**src/rtl/bilinear_scale_ctrl.sv**
```systemverilog
// bilinear_scale_ctrl: frame sequencer for the bilinear scaler datapath.
// Latches sizes on start, derives fixed-point steps with two restoring
// dividers, then walks the destination raster issuing one valid/ready
// request per output pixel (4 source coords + 4 bilinear weights).
// Optional macro: BILINEAR_HALF_PIXEL_EN selects center-aligned mapping.
module bilinear_scale_ctrl #(
  parameter int FIX_WIDTH   = 12,
  parameter int COORD_WIDTH = 16
) (
  input  logic                   clk_i,
  input  logic                   rst_n_i,
  input  logic                   start_i,
  input  logic [COORD_WIDTH-1:0] src_width_i,
  input  logic [COORD_WIDTH-1:0] src_height_i,
  input  logic [COORD_WIDTH-1:0] dest_width_i,
  input  logic [COORD_WIDTH-1:0] dest_height_i,
  output logic                   busy_o,
  output logic                   done_o,
  output logic                   req_valid_o,
  input  logic                   req_ready_i,
  output logic [COORD_WIDTH-1:0] req_x0_o,
  output logic [COORD_WIDTH-1:0] req_x1_o,
  output logic [COORD_WIDTH-1:0] req_y0_o,
  output logic [COORD_WIDTH-1:0] req_y1_o,
  output logic [FIX_WIDTH-1:0]   weight00_o,
  output logic [FIX_WIDTH-1:0]   weight01_o,
  output logic [FIX_WIDTH-1:0]   weight10_o,
  output logic [FIX_WIDTH-1:0]   weight11_o,
  output logic                   req_sof_o,
  output logic                   req_eol_o
);
  localparam int FW         = FIX_WIDTH;
  localparam int CW         = COORD_WIDTH;
  localparam int QW         = CW + FW;      // quotient / step width
  localparam int AW         = CW + FW + 1;  // accumulator width
  localparam int DIV_CYCLES = QW;
  localparam int CNTW       = $clog2(DIV_CYCLES);
  localparam logic [CNTW-1:0] CNT_LAST = CNTW'(DIV_CYCLES - 1);
  localparam logic [CNTW-1:0] CNT_ONE  = CNTW'(1);
  localparam logic [CW-1:0]   ONE_CW   = CW'(1);
  localparam logic [FW:0]     UNITY    = {1'b1, {FW{1'b0}}};

  typedef enum logic [2:0] {S_IDLE, S_DIV, S_LOAD, S_RUN, S_DONE} state_e;

  typedef struct packed {
    logic [CW-1:0] p0;
    logic [CW-1:0] p1;
    logic [FW:0]   w0;
    logic [FW:0]   w1;
  } axis_t;

  // Map an accumulator to the two neighbouring source positions and weights.
  // Beyond the last source sample both taps collapse onto the edge pixel.
  function automatic axis_t map_axis(input logic [AW-1:0] acc, input logic [CW-1:0] sz);
    axis_t          r;
    logic [CW:0]    ip;
    logic [CW:0]    lastc;
    logic [FW-1:0]  fr;
    ip    = acc[AW-1:FW];
    fr    = acc[FW-1:0];
    lastc = {1'b0, sz} - {{CW{1'b0}}, 1'b1};
    if (ip >= lastc) begin
      r.p0 = sz - ONE_CW;
      r.p1 = sz - ONE_CW;
      fr   = '0;
    end else begin
      r.p0 = ip[CW-1:0];
      r.p1 = ip[CW-1:0] + ONE_CW;
    end
    r.w0 = UNITY - {1'b0, fr};
    r.w1 = {1'b0, fr};
    return r;
  endfunction

  // Product of two unity-scaled weights, renormalised and saturated.
  function automatic logic [FW-1:0] wmul(input logic [FW:0] a, input logic [FW:0] b);
    logic [2*FW+1:0] p;
    p = {{(FW+1){1'b0}}, a} * {{(FW+1){1'b0}}, b};
    return (|p[2*FW+1:2*FW]) ? {FW{1'b1}} : p[2*FW-1:FW];
  endfunction

  state_e           state_q, state_d;
  logic [CW-1:0]    src_w_q, src_h_q, dst_w_q, dst_h_q;
  logic [CNTW-1:0]  cnt_q;
  logic [CW-1:0]    rem_x_q, rem_y_q, rem_x_d, rem_y_d;
  logic [QW-1:0]    quo_x_q, quo_y_q, quo_x_d, quo_y_d;
  logic [CW:0]      trial_x, trial_y;
  logic [AW-1:0]    acc_x_q, acc_y_q, acc_x_d, acc_y_d;
  logic [AW-1:0]    start_x, start_y;
  logic [CW-1:0]    dx_q, dy_q, dx_d, dy_d;
  logic             load, xfer, line_end, last_xfer, size_zero;
  axis_t            ax, ay;

  logic [CW-1:0]    x0_q, x1_q, y0_q, y1_q;
  logic [FW-1:0]    w00_q, w01_q, w10_q, w11_q;
  logic             sof_q, eol_q;

  assign size_zero = (src_w_q == '0) || (src_h_q == '0) || (dst_w_q == '0) || (dst_h_q == '0);
  assign load      = (state_q == S_LOAD);
  assign xfer      = (state_q == S_RUN) && req_ready_i;
  assign line_end  = (dx_q == dst_w_q - ONE_CW);
  assign last_xfer = xfer && line_end && (dy_q == dst_h_q - ONE_CW);

  // Line/frame start accumulator value (quo_* holds the step after DIV).
`ifdef BILINEAR_HALF_PIXEL_EN
  localparam logic [AW-1:0] HALF_C = AW'(1) << (FW - 1);
  logic [AW-1:0] half_x, half_y;
  assign half_x  = {2'b00, quo_x_q[QW-1:1]};
  assign half_y  = {2'b00, quo_y_q[QW-1:1]};
  assign start_x = (half_x >= HALF_C) ? half_x - HALF_C : '0;
  assign start_y = (half_y >= HALF_C) ? half_y - HALF_C : '0;
`else
  assign start_x = '0;
  assign start_y = '0;
`endif

  // State register.
  always_ff @(posedge clk_i or negedge rst_n_i) begin
    if (!rst_n_i) state_q <= S_IDLE;
    else          state_q <= state_d;
  end

  // Next-state logic; zero sizes are caught on the latched values in the first DIV cycle.
  always_comb begin
    state_d = state_q;
    unique case (state_q)
      S_IDLE: if (start_i) state_d = S_DIV;
      S_DIV: begin
        if (cnt_q == '0 && size_zero) state_d = S_DONE;
        else if (cnt_q == CNT_LAST)   state_d = S_LOAD;
      end
      S_LOAD: state_d = S_RUN;
      S_RUN:  if (last_xfer) state_d = S_DONE;
      S_DONE: state_d = S_IDLE;
      default: state_d = S_IDLE;
    endcase
  end

  // One restoring-division step per axis; quo_* shifts dividend out and quotient in.
  always_comb begin
    trial_x = {rem_x_q, quo_x_q[QW-1]};
    trial_y = {rem_y_q, quo_y_q[QW-1]};
    rem_x_d = trial_x[CW-1:0];
    rem_y_d = trial_y[CW-1:0];
    quo_x_d = {quo_x_q[QW-2:0], 1'b0};
    quo_y_d = {quo_y_q[QW-2:0], 1'b0};
    if (trial_x >= {1'b0, dst_w_q}) begin
      rem_x_d    = trial_x[CW-1:0] - dst_w_q;
      quo_x_d[0] = 1'b1;
    end
    if (trial_y >= {1'b0, dst_h_q}) begin
      rem_y_d    = trial_y[CW-1:0] - dst_h_q;
      quo_y_d[0] = 1'b1;
    end
  end

  // Size capture and divider iteration.
  always_ff @(posedge clk_i or negedge rst_n_i) begin
    if (!rst_n_i) begin
      src_w_q <= '0; src_h_q <= '0; dst_w_q <= '0; dst_h_q <= '0;
      cnt_q   <= '0;
      rem_x_q <= '0; rem_y_q <= '0; quo_x_q <= '0; quo_y_q <= '0;
    end else if (state_q == S_IDLE && start_i) begin
      src_w_q <= src_width_i;  src_h_q <= src_height_i;
      dst_w_q <= dest_width_i; dst_h_q <= dest_height_i;
      cnt_q   <= '0;
      rem_x_q <= '0; rem_y_q <= '0;
      quo_x_q <= {src_width_i,  {FW{1'b0}}};
      quo_y_q <= {src_height_i, {FW{1'b0}}};
    end else if (state_q == S_DIV) begin
      cnt_q   <= cnt_q + CNT_ONE;
      rem_x_q <= rem_x_d; rem_y_q <= rem_y_d;
      quo_x_q <= quo_x_d; quo_y_q <= quo_y_d;
    end
  end

  // Raster walk: next accumulators/counters on load or handshake.
  always_comb begin
    acc_x_d = acc_x_q;
    acc_y_d = acc_y_q;
    dx_d    = dx_q;
    dy_d    = dy_q;
    if (load) begin
      acc_x_d = start_x;
      acc_y_d = start_y;
      dx_d    = '0;
      dy_d    = '0;
    end else if (xfer) begin
      if (line_end) begin
        dx_d    = '0;
        acc_x_d = start_x;
        dy_d    = dy_q + ONE_CW;
        acc_y_d = acc_y_q + {1'b0, quo_y_q};
      end else begin
        dx_d    = dx_q + ONE_CW;
        acc_x_d = acc_x_q + {1'b0, quo_x_q};
      end
    end
    ax = map_axis(acc_x_d, src_w_q);
    ay = map_axis(acc_y_d, src_h_q);
  end

  // Walk state plus the registered request; only updates on load/handshake so a stall holds it.
  always_ff @(posedge clk_i or negedge rst_n_i) begin
    if (!rst_n_i) begin
      acc_x_q <= '0; acc_y_q <= '0; dx_q <= '0; dy_q <= '0;
      x0_q <= '0; x1_q <= '0; y0_q <= '0; y1_q <= '0;
      w00_q <= '0; w01_q <= '0; w10_q <= '0; w11_q <= '0;
      sof_q <= 1'b0; eol_q <= 1'b0;
    end else begin
      acc_x_q <= acc_x_d; acc_y_q <= acc_y_d;
      dx_q    <= dx_d;    dy_q    <= dy_d;
      if (load || xfer) begin
        x0_q  <= ax.p0; x1_q <= ax.p1;
        y0_q  <= ay.p0; y1_q <= ay.p1;
        w00_q <= wmul(ax.w0, ay.w0);
        w01_q <= wmul(ax.w1, ay.w0);
        w10_q <= wmul(ax.w0, ay.w1);
        w11_q <= wmul(ax.w1, ay.w1);
        sof_q <= (dx_d == '0) && (dy_d == '0);
        eol_q <= (dx_d == dst_w_q - ONE_CW);
      end
    end
  end

  assign busy_o      = (state_q != S_IDLE);
  assign done_o      = (state_q == S_DONE);
  assign req_valid_o = (state_q == S_RUN);
  assign req_x0_o    = x0_q;
  assign req_x1_o    = x1_q;
  assign req_y0_o    = y0_q;
  assign req_y1_o    = y1_q;
  assign weight00_o  = w00_q;
  assign weight01_o  = w01_q;
  assign weight10_o  = w10_q;
  assign weight11_o  = w11_q;
  assign req_sof_o   = sof_q;
  assign req_eol_o   = eol_q;

endmodule

```
**config.mk**
```make
export PLATFORM = sky130hd
export DESIGN_NAME = bilinear_scale_ctrl
export DESIGN_NICKNAME = d
export VERILOG_FILES = /design/src/rtl/bilinear_scale_ctrl.sv
export SDC_FILE = /design/constraint.sdc
export NUM_CORES = 2
export LEC_CHECK = 0
export CAP_MARGIN = 20
export CORE_UTILIZATION = 36
export CTS_BUF_LIST = sky130_fd_sc_hd__clkbuf_4 sky130_fd_sc_hd__clkbuf_8 sky130_fd_sc_hd__clkbuf_16
export DETAILED_ROUTE_END_ITERATION = 12
export GPL_ROUTABILITY_DRIVEN = 0
export PLACE_DENSITY = 0.57
export REMOVE_ABC_BUFFERS = 1
export SLEW_MARGIN = 20
export SYNTH_ARGS = -nofsm -noshare
export SYNTH_HDL_FRONTEND = slang
export SYNTH_SLANG_ARGS = --single-unit
```
**constraint.sdc**
```tcl
create_clock -name clk_i -period 10.59 [get_ports clk_i]
set_input_delay 1.5885 -clock clk_i [delete_from_list [all_inputs] [get_ports clk_i]]
set_output_delay 1.5885 -clock clk_i [all_outputs]
set_load 0.03 [all_outputs]
```
### Word-level counts from Yosys, hierarchy flattened

Cells that the tools add are included.

* bits in registers: 364
* input bits: 68
* output and inout port bits: 117
* word-level logic and storage cells: 124

* $add $sub $neg: 17
* multiply operators: 4
* magnitude comparators: 4
* equal/unequal tests: 11
* muxes and demuxes: 39
* reductions and logical operators: 25

Operator list (number)
* 16-bit two-way mux: 12
* 29-bit two-way mux: 6
* 28-bit two-way mux: 4
* 16-bit zero test: 6
* 12-bit two-way mux: 6
* 16-bit by 1-bit adder with 16-bit output (second input constant): 4
* 32-bit two-way mux: 2
* 16-bit by 1-bit subtractor with 16-bit output (second input constant): 4
* 29-bit by 28-bit adder with 29-bit output: 2
* 16-bit == test: 3
* 17-bit by 16-bit greater-or-equal comparator with 1-bit output: 2
* 17-bit greater-or-equal comparator: 2
* 16-bit by 1-bit subtractor with 17-bit output (second input constant): 2
* 16-bit subtractor: 2
* 13-bit by 13-bit multiplier with 26-bit output: 1
* 13-bit by 12-bit subtractor with 13-bit output (first input constant): 2
* 12-bit by 13-bit multiplier with 25-bit output: 1
* 13-bit by 12-bit multiplier with 25-bit output: 1
* 12-bit by 12-bit multiplier with 24-bit output: 1
* 3-bit two-way mux: 4
* 3-bit case mux with 4 select lines: 1
* 5-bit two-way mux: 2
* 3-bit by 2-bit == test with 1-bit output (second input constant): 2
* 1-bit logical AND: 6
* 16 further kinds: 22

### Longest topological paths before layout

* depth after elaboration: 11
* mapped depth: 56
* depth with buffers taken out: 50

### Worst setup path after synthesis

Ideal clock, no wire load.

* kind: flip-flop to flip-flop
* start point: register dst_w_q[0]
* end point: register w00_q[1], in the netlist weight00_o[1]
* setup time: 0.065 ns
* arrival: 11.545 ns
* required time: 10.525 ns
* slack: -1.020 ns
* stages on the path, launching flop included: 53
* path buffers: 10
* clock period less this slack: 11.610 ns
* cell sequence: dfrtp_1 > inv_1 > ha_1 > or4b_1 > clkbuf_1 > or4_1 > nand3_1 > a21oi_1 > and3_1 > buf_4 > nand3_1 > buf_2 > buf_2 > clkbuf_1 > clkbuf_1 > o21ai_0 > and2_1 > ha_1 > [17 not listed] > fa_1 > fa_1 > inv_1 > fa_1 > inv_1 > ha_1 > o21ai_0 > nand2b_1 > a21oi_1 > nor2b_1 > o21ai_0 > nand2b_1 > a21oi_1 > o21ai_1 > a221o_1 > mux2i_1 > buf_2 > o22a_1

* cells in the longest elaborated chain, start to end: 11
* elaborated cells between the ends (all ways): 17
* those cells by class: add/sub (3); mul (1); order compare (2); eq/ne (1); mux (9); reduce/logical (1)

Ends and longest elaborated chain
* start: declaration: line 83 `logic [CW-1:0] src_w_q, src_h_q, dst_w_q, dst_h_q;`
* start signal: assignment: line 165 `dst_w_q <= dest_width_i; dst_h_q <= dest_height_i;`
* 16-bit by 1-bit subtractor with 16-bit output *: line 101 `assign line_end = (dx_q == dst_w_q - ONE_CW);`
* 16-bit == test *: line 101
* 29-bit two-way mux *: line 189 `if (line_end) begin`
* 29-bit two-way mux *: line 188 `end else if (xfer) begin`
* 29-bit two-way mux *: line 183 `if (load) begin`
* named net acc_y_d[26]: line 88 `logic [AW-1:0] acc_x_q, acc_y_q, acc_x_d, acc_y_d;`
* 17-bit greater-or-equal comparator *: line 62 `if (ip >= lastc) begin`
* 12-bit two-way mux *: line 62
* 13-bit by 12-bit subtractor with 13-bit output *: line 70 `r.w0 = UNITY - {1'b0, fr};`
* 13-bit by 13-bit multiplier with 26-bit output *: line 78 `p = {{(FW+1){1'b0}}, a} * {{(FW+1){1'b0}}, b};`
* 2-bit OR reduction: line 79 `return (|p[2*FW+1:2*FW]) ? {FW{1'b1}} : p[2*FW-1:FW];`
* 12-bit two-way mux *: line 79
* end signal: assignment: line 216 `w00_q <= wmul(ax.w0, ay.w0);`
* end: declaration: line 95 `logic [FW-1:0] w00_q, w01_q, w10_q, w11_q;`

The timed path passes the listed nets; every way through them passes the cells marked *.
A chain may end at the register's enable or synchronous reset.

### Final worst setup path

* start point: register acc_x_q[0]
* end point: register w00_q[9], in the netlist weight00_o[9]

* cells in the longest elaborated chain, start to end: 10

Ends and longest elaborated chain
* start: declaration: line 88
* start signal: assignment: line 206 `acc_x_q <= '0; acc_y_q <= '0; dx_q <= '0; dy_q <= '0;`
* start signal: assignment: line 211 `acc_x_q <= acc_x_d; acc_y_q <= acc_y_d;`
* 29-bit by 28-bit adder with 29-bit output *: line 196 `acc_x_d = acc_x_q + {1'b0, quo_x_q};`
* 29-bit two-way mux *: line 189
* 29-bit two-way mux *: line 188
* 29-bit two-way mux *: line 183
* named net acc_x_d[22]: line 88
* 17-bit greater-or-equal comparator *: line 62
* 12-bit two-way mux *: line 62
* 13-bit by 12-bit subtractor with 13-bit output *: line 70
* 13-bit by 13-bit multiplier with 26-bit output *: line 78
* 2-bit OR reduction: line 79
* 12-bit two-way mux *: line 79

Marks and branches as above.

==> impl_results.md <==
* Mapped cell area at 0.0419 mm2
* Placed cell areas at slightly above 0.05 mm2
* Fmax at between 90 and 100 MHz
* I/O Buffers at about 180
* CP dominant cell by count: fa_1
* Area share of the largest cell type after synthesis at between 20 and 25%
* Min Hold Slack at between 400 and 500 ps
* Post-synth top cells: nand2_1, inv_1, fa_1, ha_1, dfrtp_1
* Die W at 343 um
* Slew Viols, Final at 0
* Avg Vias per Cell at between 5 and 6
* Antenna viol nets, final at 0
* Hpwl dp at 108,000 um
* CTS buffer count at 49
* CTS Sinks at 364
* Crit Path Category: reg -> reg
* Via Count at about 37k
* HP Class: reg -> reg
* Pin count of the biggest net entering global routing at about 170
* Congestion Overflow GR at 0
* Clock tree root buffer cell: clkbuf_16
* Top area cells in the synthesized netlist: dfrtp_1, fa_1, ha_1
* Die span in y at approximately 340 um
* DR WL/cell at ~19 um
* CTS tree: done
* Post-Route Setup TNS at 0 ps
* Slew headroom at between 20% and 30%
* Status: finished clean
* Top Layer Used: met5
* Clock transition at the registers of the reported paths at ~60 ps
* Post-layout min period at between 10,000 and 15,000 ps
* Via count of the first global-routing pass at between 30k and 40k
* Final period util at between 90% and 100%
* Critical path required time at 11,150 ps
* Count leader, synth: nand2_1
* Largest area contributor in the netlist: dfrtp_1
* EDFF count, synth at 0
* Die area at between 0.1 and 0.15 mm2
* Synth Instances at between 4k and 5k
* Synth Register Bits at 364
* H-tree level count at 2
* Startpoint types: flop
* Metal3 WL at ~9400 um
* Max cap viols at 0
* Least-Margin Pin Slew at around 1100 ps
* Skew-Pair Late Insertion Delay at about 670 ps
* Seq/Total Area, Yosys at 21.8%
* IO Count at 185
* Setup Slack @ Placement at -983 ps
* Share of cells above drive strength 1 at slightly above 20%
* Remaining DRCs at 0
* Worst Skew at 54.4 ps
* Final setup vio count at 0
* Post-synth cell types at between 90 and 100
* Final number of hold-violating endpoints at 0
* First-pass GRT wire length at between 200,000 and 250,000 um
* Met2 wire length at between 60,000 and 70,000 um
* Post-synth ARST share at 100%
* CP max stage cell: fa_1
* Fin nets at ~6.6k
* Buffers from clock root to sink, at most at 3
* TritonRoute pass-1 iters at 5
* Crit Path Max Fanout at 5
* CP arrival at ~11,000 ps
* Setup crit end kind: flop
* RSZ-0062 raised after global routing: true
* Starting Density at roughly 36%
* Top_reg_cell synth: dfrtp_1
* Yosys warning count at 0
* DRT iter0 DRCs at roughly 2.5k
* Mean post-synth cell area at approximately 8.6 um2
* Initial antenna violation count at 2
* Critical Path Max Stage Delay at approximately 540 ps
* Core Rows at ~120
* Layout area overhead at 30.8%
* Final instance area at about 0.055 mm2
* Total wire length at between 100,000 and 150,000 um
* Met1 Routed Length at about 62,000 um
* CORE AREA at ~0.11 mm2
* Final WS setup at 84.3 ps
* Total Routing Usage GR at approximately a quarter
## cell type report
| type | count | area [um2] |
|---|---|---|
| diodes | 1 | 2.50 |
| fillers | 11000 | 60000 |
| inverters | 640 | 2410 |
| multi-input cells | 3660 | 31200 |
| repair buffers | 981 | 8380 |
| clock inverters | 23 | 410 |
| clock buffers | 67 | 1420 |
| well taps | 1512 | 1890 |
| flip-flops and latches | 364 | 9110 |
## kinds of logic after synthesis
family,count (synthesis),share of synthesized area (%)
fa+ha+maj,819,32.4
xor+xnor,270,5.75
flops,364,21.8
simple gates,1707,18.6
buf+inv,860,7.77
compound gates,790,11.9
mux,74,1.79
## worst max-delay path: cells and delay by family (launching register included)
kind	cells	cell delay (ps)
AOI/OAI and AO/OA	16	3160
xor gates and xnor gates	2	350
adders and majority gates	10	3750
buffers and inverters	9	940
DFF	1	420
and+or+nand+nor	10	1800
## cell usage in the layout, fill, tap and decap left out, types with 113 or more instances in the layout
| master | netlist | routed |
|---|---|---|
| nand2_1 | 832 | 806 |
| buf_4 | 1 | 712 |
| inv_1 | 639 | 623 |
| fa_1 | 441 | 426 |
| dfrtp_1 | 364 | 364 |
| ha_1 | 377 | 344 |
| nor2_1 | 311 | 301 |
| o21ai_0 | 252 | 230 |
| clkdlybuf4s50_1 | 0 | 183 |
| a21oi_1 | 177 | 153 |
| xnor2_1 | 155 | 142 |
| nand3_1 | 122 | 113 |
## metrics by stage
stage / instances / util [%]
floorplan: 4664 / -
global placement: 7064 / 43.8
detailed placement: 7064 / 43.8
CTS: 7181 / 46.0
global route: 7247 / 47.7
finish: 7248 / 47.7
## sequential cells by signal (all words and copies together) (netlist names), 16 cells and up
register	flops
acc_x_q	29
acc_y_q	29
dst_h_q	16
dst_w_q	16
dx_q	16
dy_q	16
quo_x_q	28
quo_y_q	28
rem_x_q	16
rem_y_q	16
req_x0_o	16
req_x1_o	16
req_y0_o	16
req_y1_o	16
src_h_q	16
src_w_q	16
## worst paths after layout
path,start,end,slack (ps),depth (start not counted)
hold reg to reg,req_x1_o[0],req_x1_o[0],460,2
min in group asynchronous,rst_n_i,rem_y_q[4],960,1
max in group asynchronous,rst_n_i,weight11_o[11],7420,3
hold / removal,req_x1_o[0],req_x1_o[0],460,2
setup / recovery,acc_x_q[0],weight00_o[9],80,47
setup reg to reg,acc_x_q[0],weight00_o[9],80,47
## timing repair
item,4_1_cts,5_1_grt
gates cloned,1,2
buffers inserted,26,72
hold buffers,0,0
pin swaps,43,216
gates resized for setup,93,303
setup endpoints to repair,46,46
## routing by layer
metal / GRT usage (%) / vias up
met5: 0 / -
met1: 32.7 / 18400
met2: 36.8 / 1078
li1: - / 17700
met4: 6.97 / 2
met3: 3.88 / 201
Power is left out: the tool's default activity adds up to more than one toggle a clock period on the data nets, which glitch-free logic cannot reach.
